`config.mk`:
```
export PLATFORM = sky130hd
export DESIGN_NAME = rotary_encoder_flat
export DESIGN_NICKNAME = d
export VERILOG_FILES = /design/src/rtl/rotary_encoder_if.sv /design/src/rtl/rotary_encoder.sv /design/src/flat_wrapper.sv
export SDC_FILE = /design/constraint.sdc
export NUM_CORES = 1
export LEC_CHECK = 0
export BUFFER_PORTS_ARGS = -buffer_cell sky130_fd_sc_hd__buf_2
export CORE_AREA = 4 4 54 56
export DETAILED_ROUTE_END_ITERATION = 8
export DIE_AREA = 0 0 58 60
export PLACE_DENSITY = 0.76
export SLEW_MARGIN = 30
export SYNTH_ARGS = -nofsm -noshare
export SYNTH_HDL_FRONTEND = slang
export SYNTH_SLANG_ARGS = --single-unit
```
`constraint.sdc`:
```
create_clock -name clk -period 3.51 [get_ports clk]
set_input_delay 0.1755 -clock clk [delete_from_list [all_inputs] [get_ports clk]]
set_output_delay 0.1755 -clock clk [all_outputs]
set_load 0.1 [all_outputs]
```
`src/rtl/rotary_encoder_if.sv`:
```
// Encoder-side bundle: debounced quadrature inputs in, value and event pulses out.
// The master side drives the contacts; the slave side is the decoder.
interface rotary_encoder_if #(
    parameter int WIDTH = 8
);
    logic             a;
    logic             b;
    logic [WIDTH-1:0] value;
    logic             up;
    logic             down;
    logic             error;

    modport master (
        output a,
        output b,
        input  value,
        input  up,
        input  down,
        input  error
    );

    modport slave (
        input  a,
        input  b,
        output value,
        output up,
        output down,
        output error
    );
endinterface

```
`src/rtl/rotary_encoder.sv`:
```
// Quadrature decoder: turns debounced A/B Gray-code transitions into detent steps,
// a wrapping or saturating value, and one-cycle up/down/error pulses.
module rotary_encoder #(
    parameter int WIDTH      = 8,
    parameter int STEP       = 1,
    parameter int PER_STEP   = 4,
    parameter bit SATURATE   = 1'b0,
    parameter int INIT_VALUE = 0
) (
    input logic             clk,
    input logic             reset,
    rotary_encoder_if.slave enc
);

    localparam int ACC_W = 4;
    localparam logic signed [ACC_W-1:0] ACC_ONE = ACC_W'(1);
    localparam logic signed [ACC_W-1:0] PER_POS = ACC_W'(PER_STEP);
    localparam logic signed [ACC_W-1:0] PER_NEG = -PER_POS;

    // Encoding equals the Gray-position difference modulo 4, so classification is a subtract.
    typedef enum logic [1:0] {
        MOVE_IDLE    = 2'd0,
        MOVE_FWD     = 2'd1,
        MOVE_ILLEGAL = 2'd2,
        MOVE_REV     = 2'd3
    } move_e;

    logic [1:0]              ab_q, ab_d;
    logic signed [ACC_W-1:0] acc_q, acc_d;
    logic [WIDTH-1:0]        value_q, value_d;
    logic                    up_q, up_d;
    logic                    down_q, down_d;
    logic                    error_q, error_d;

    logic [1:0]              cur;
    move_e                   move;
    logic signed [ACC_W-1:0] acc_inc;
    logic signed [ACC_W-1:0] acc_dec;

    function automatic logic [1:0] gray_pos(input logic [1:0] ab);
        logic [1:0] pos;
        case (ab)
            2'b00:   pos = 2'd0;
            2'b10:   pos = 2'd1;
            2'b11:   pos = 2'd2;
            default: pos = 2'd3;
        endcase
        return pos;
    endfunction

    function automatic move_e classify(input logic [1:0] prev, input logic [1:0] now);
        logic [1:0] diff;
        diff = gray_pos(now) - gray_pos(prev);
        return move_e'(diff);
    endfunction

    // One extra bit exposes the carry/borrow used for clamping.
    function automatic logic [WIDTH-1:0] step_value(input logic [WIDTH-1:0] v,
                                                    input logic dir_up);
        logic [WIDTH:0] ext;
        logic [WIDTH:0] stp;
        logic [WIDTH:0] res;
        ext = {1'b0, v};
        stp = (WIDTH+1)'(STEP);
        if (dir_up) begin
            res = ext + stp;
            if (SATURATE && res[WIDTH]) begin
                return '1;
            end
        end else begin
            res = ext - stp;
            if (SATURATE && res[WIDTH]) begin
                return '0;
            end
        end
        return res[WIDTH-1:0];
    endfunction

    assign cur     = {enc.a, enc.b};
    assign move    = classify(ab_q, cur);
    assign acc_inc = acc_q + ACC_ONE;
    assign acc_dec = acc_q - ACC_ONE;

    always_comb begin
        ab_d    = cur;
        acc_d   = acc_q;
        value_d = value_q;
        up_d    = 1'b0;
        down_d  = 1'b0;
        error_d = 1'b0;
        case (move)
            MOVE_FWD: begin
                if (acc_inc == PER_POS) begin
                    acc_d   = '0;
                    up_d    = 1'b1;
                    value_d = step_value(value_q, 1'b1);
                end else begin
                    acc_d = acc_inc;
                end
            end
            MOVE_REV: begin
                if (acc_dec == PER_NEG) begin
                    acc_d   = '0;
                    down_d  = 1'b1;
                    value_d = step_value(value_q, 1'b0);
                end else begin
                    acc_d = acc_dec;
                end
            end
            MOVE_ILLEGAL: begin
                acc_d   = '0;
                error_d = 1'b1;
            end
            default: begin
                acc_d = acc_q;
            end
        endcase
    end

    // Reset captures the live inputs so release never looks like a transition.
    always_ff @(posedge clk) begin
        if (!reset) begin
            ab_q    <= cur;
            acc_q   <= '0;
            value_q <= WIDTH'(INIT_VALUE);
            up_q    <= 1'b0;
            down_q  <= 1'b0;
            error_q <= 1'b0;
        end else begin
            ab_q    <= ab_d;
            acc_q   <= acc_d;
            value_q <= value_d;
            up_q    <= up_d;
            down_q  <= down_d;
            error_q <= error_d;
        end
    end

    assign enc.value = value_q;
    assign enc.up    = up_q;
    assign enc.down  = down_q;
    assign enc.error = error_q;

endmodule

```
`src/flat_wrapper.sv`:
```
// flat-port wrapper written by rule: the top's interface ports become plain ports
module rotary_encoder_flat 
#(
    parameter int WIDTH      = 8,
    parameter int STEP       = 1,
    parameter int PER_STEP   = 4,
    parameter bit SATURATE   = 1'b0,
    parameter int INIT_VALUE = 0
)
  (clk, reset, enc_a, enc_b, enc_value, enc_up, enc_down, enc_error);
  rotary_encoder_if #(.WIDTH(WIDTH)) enc_i ();
  input logic clk;
  input logic reset;
  input wire logic [$bits(enc_i.a)-1:0] enc_a;
  input wire logic [$bits(enc_i.b)-1:0] enc_b;
  output wire logic [$bits(enc_i.value)-1:0] enc_value;
  output wire logic [$bits(enc_i.up)-1:0] enc_up;
  output wire logic [$bits(enc_i.down)-1:0] enc_down;
  output wire logic [$bits(enc_i.error)-1:0] enc_error;
  assign enc_i.a = enc_a;
  assign enc_i.b = enc_b;
  assign enc_value = enc_i.value;
  assign enc_up = enc_i.up;
  assign enc_down = enc_i.down;
  assign enc_error = enc_i.error;
  rotary_encoder #(.WIDTH(WIDTH), .STEP(STEP), .PER_STEP(PER_STEP), .SATURATE(SATURATE), .INIT_VALUE(INIT_VALUE)) u_core (.clk(clk), .reset(reset), .enc(enc_i));
endmodule
```
==> results by group <==
Route
  • Antenna Nets Post-Route: 0
  • Detailed Route Iter0 Violations: 73
  • Via/cell ratio: 6.37
  • Vias: 1280
  • Router iterations before antenna repair: 4
  • # DRC: 0
  • Wire length per cell: 14.9 um
  • Total Routed Length: 2990 um

GRT
  • Total congestion overflow: 0
  • Pin count of the biggest net entering global routing: 34
  • Initial antenna violation count: 0
  • All-Layer GR Usage: 0.182
  • Global-route wire length before repair: 4950 um
  • Vias in the first global route: 1158

Critical path
  • CP max-delay cell: or4_1
  • Crit-path most repeated cell: ha_1
  • R2R setup slack: 0.71 ns
  • Crit path kind: in -> reg
  • R2R cell count: 11
  • WP data arrival: 3.20 ns
  • Worst path max stage delay: 0.54 ns
  • Worst r2r src: u_core.ab_q[1]
  • Buf+Inv Stages, Crit Path: 3
  • Largest delay share family, worst path: simple AND/OR/NAND/NOR gates
  • Crit-path max FO: 6
  • Cell Chain, Critical Path: dlygate4sd3_1, buf_2, inv_1, ha_1, ha_1, xnor3_1, nor2_1, xor2_1, ha_1, or4_1, a221oi_1, nand4b_1
  • Req. time, crit path: 3.76 ns
  • CP Launch Type: input pin
  • Reg-to-reg critical path endpoint: u_core.enc.value[6]
  • CP Capture Type: flip-flop

Floorplanning
  • Die Footprint: 0.00348 mm2
  • Die Span X: 58 um
  • Core area: 0.00243 mm2
  • I/O pins: 15
  • Die Ht: 60 um
  • Starting Density: 0.557
  • # rows: 18

CTS
  • Post-CTS sizing: 0
  • Root Driver: clkbuf_4
  • # clock sinks: 17
  • Clock slew at reported path FFs: 0.11 ns
  • CTS Buf Count: 3
  • CTS tree: yes
  • H-tree depth: 1
  • Clock Path Buffers: 2
  • Later-pin clock latency in the skew report: 0.30 ns

Finish
  • Nets: 185
  • Fill count: 225
  • Share of layout cells above drive strength 1: 0.146
  • Area added between synthesis and finish: 3.60%
  • Cell area after layout: 0.00140 mm2
  • ANT cells: 0

Synth
  • Post-Syn Instances: 160
  • Post-synthesis compound-gate area fraction: 0.150
  • Post-synthesis simple-gate area fraction: 0.333
  • Cell Area, Synth: 0.00136 mm2
  • Largest family of logic cells by synthesized area: simple AND/OR/NAND/NOR gates
  • Post-synthesis sequential area ratio: 0.251
  • Top_reg_cell synth: dfxtp_1
  • Share of the synthesized area in the top cell type: 0.251
  • Post-synth EDFFs: 0
  • Area leader, netlist: dfxtp_1
  • Synth Warn #: 0
  • Async SR Flop Fraction: 0
  • Area contributors post-synth: dfxtp_1 25%, ha_1 8.3%, nand2_1 4.2%, nand4_1 4.2%, nand3_1 4.1%
  • Mean Syn Cell Area: 8.47 um2
  • Mux contribution to synthesized area: 0.0148
  • Number of synthesized register bits: 17
  • Net count after synthesis: 173
  • Adder-cell share of the synthesized area: 0.0831
  • Netlist cell types: 46
  • XOR/XNOR Fraction of Synth Area: 0.0545

Place
  • Final RePlAce weighted congestion: 0.849
  • I/O Buffers: 14
  • Hpwl dp: 2050 um
  • Placed Area: 0.00136 mm2

Worst hold path
  • Hold Path Class: in -> reg
  • Hold depth: 3
  • HP Start: reset
  • Hold Path End: u_core.enc.value[0]

STA
  • Tmin final: 2.95 ns
  • Period utilization: 0.841
  • Fmax: 339 MHz
  • Worst Skew: 0.00602 ns
  • Slew margin rel.: 0.639
  • Final Hold Viols: 0
  • Hold Worst Slack: 0.386 ns
  • Final Slew Violations: 0
  • RSZ-0062 raised after global routing: no
  • Final setup violation count: 0
  • Worst-Margin Slew: 0.542 ns
  • Setup_tns: 0 ns

Power
  • Psw: 0.611 mW
  • Comb pwr share: 0.585
  • Final Power: 1.06 mW
  • Clock network fraction of total power: 0.105
  • Leakage: 0.581 nW
  • Part of the power in registers: 0.310
  • Internal Power: 0.451 mW
  • Maximum vdd drop: 0.482 mV
  • Sw frac: 0.576
  • PwrDens: 757 mW/mm2

Job
  • Max cap viols: 0

Run status
  • Outcome: finished, final reports clean
## cells in the final DEF (no fill, tap or decap), types with 2 or more instances in the layout
cell type / instances
nand4_1: 9
xnor2_1: 2
clkbuf_4: 3
o21ai_0: 2
nor3b_1: 2
and3_1: 3
or4_1: 4
dfxtp_1: 17
o2111ai_1: 2
nor2_1: 11
ha_1: 9
buf_2: 14
o21a_1: 2
nand2_1: 15
buf_4: 2
nand4bb_1: 2
a21oi_1: 5
nand3_1: 11
nor3_1: 8
dlygate4sd3_1: 2
mux2i_1: 2
o221ai_1: 2
nor4_1: 3
inv_1: 9
a221oi_1: 4
nand4b_1: 6
## routing by layer
metal / wire, um / global-route usage / up-vias
met5: 0 / 0 / -
met4: 51 / 0.0861 / 0
met3: 153 / 0.0259 / 7
met2: 1440 / 0.323 / 39
met1: 1350 / 0.215 / 606
li1: - / - / 628
## worst register-to-register path: stages, from the launching register on
cell	delay, ns
dfxtp_1	0.35
inv_1	0.05
ha_1	0.27
inv_1	0.06
ha_1	0.15
xnor3_1	0.40
nor2_1	0.16
xor2_1	0.09
ha_1	0.25
or4_1	0.54
a221oi_1	0.28
nand4b_1	0.14
## Yosys cell counts (2+ instances only)
library cell  instances
dfxtp_1              17
o221ai_1              2
xnor2_1               2
ha_1                  9
nor3b_1               2
buf_6                 4
inv_1                 9
and3_1                3
o21ai_0               2
nor3_1                8
a21oi_1               5
nand4bb_1             2
o21a_1                2
nand3_1              11
nand2_1              15
clkbuf_8              4
or4_1                 4
a221oi_1              4
nand4_1               9
mux2i_1               2
o2111ai_1             2
nor2_1               11
nand4b_1              6
nor4_1                3
## power groups by stage
| stage | Clock (mW) | Combinational, mW | Sequential (mW) |
|---|---|---|---|
| after detailed placement | 0 | 0.617 | 0.331 |
| after global routing | 0.126 | 0.667 | 0.338 |
| after global placement | 0 | 0.608 | 0.324 |
| final | 0.112 | 0.622 | 0.329 |
| after floorplan | 0 | 0.317 | 0.570 |
| after CTS | 0.115 | 0.619 | 0.327 |
## per-stage QoR
stage,instances,util,setup slack [ns]
floorplan,160,-,0.599
global placement,195,0.558,0.816
detailed placement,195,0.558,0.723
CTS,199,0.569,0.688
global route,201,0.577,0.355
finish,201,0.577,0.557
## cell type report
cell class	count	area (um2)	share of cell area
Multi-Input combinational cell	123	861	0.613
Inverter	9	33.8	0.0241
Timing Repair Buffer	18	105	0.0749
Clock buffer	4	26.3	0.0187
Tap cell	30	37.5	0.0267
Sequential cell	17	340	0.242
## registers in the layout, indices dropped and copies added, names as in the netlist
| register | flops |
|---|---|
| u_core.ab_q | 2 |
| u_core.acc_q | 4 |
| u_core.enc.down | 1 |
| u_core.enc.error | 1 |
| u_core.enc.up | 1 |
| u_core.enc.value | 8 |
## how the worst max path moves through the flow
| stage | from | endpoint | slack [ns] | depth (start not counted) |
|---|---|---|---|---|
| global placement | u_core.ab_q[1] | u_core.enc.value[4] | 0.82 | 12 |
| finish | enc_a | u_core.enc.value[6] | 0.56 | 12 |
| CTS | u_core.ab_q[1] | u_core.enc.value[6] | 0.69 | 11 |
| global route | enc_a | u_core.enc.value[6] | 0.36 | 12 |
| floorplan | u_core.ab_q[1] | u_core.enc.value[6] | 0.60 | 12 |
| detailed placement | u_core.ab_q[1] | u_core.enc.value[6] | 0.72 | 11 |
## cells by family after synthesis
kind of cell	count (synthesis)
muxes	2
xor gates and xnor gates	5
AOI/OAI and AO/OA	27
DFF	17
and+or+nand+nor	80
adders and majority gates	9
buffers and inverters	20
## repair_timing
item,4_1_cts,5_1_grt
setup buffers,0,0
hold buffers,0,2
hold endpoints to repair,0,2
No activity file was read; power rests on OpenSTA's default activity.
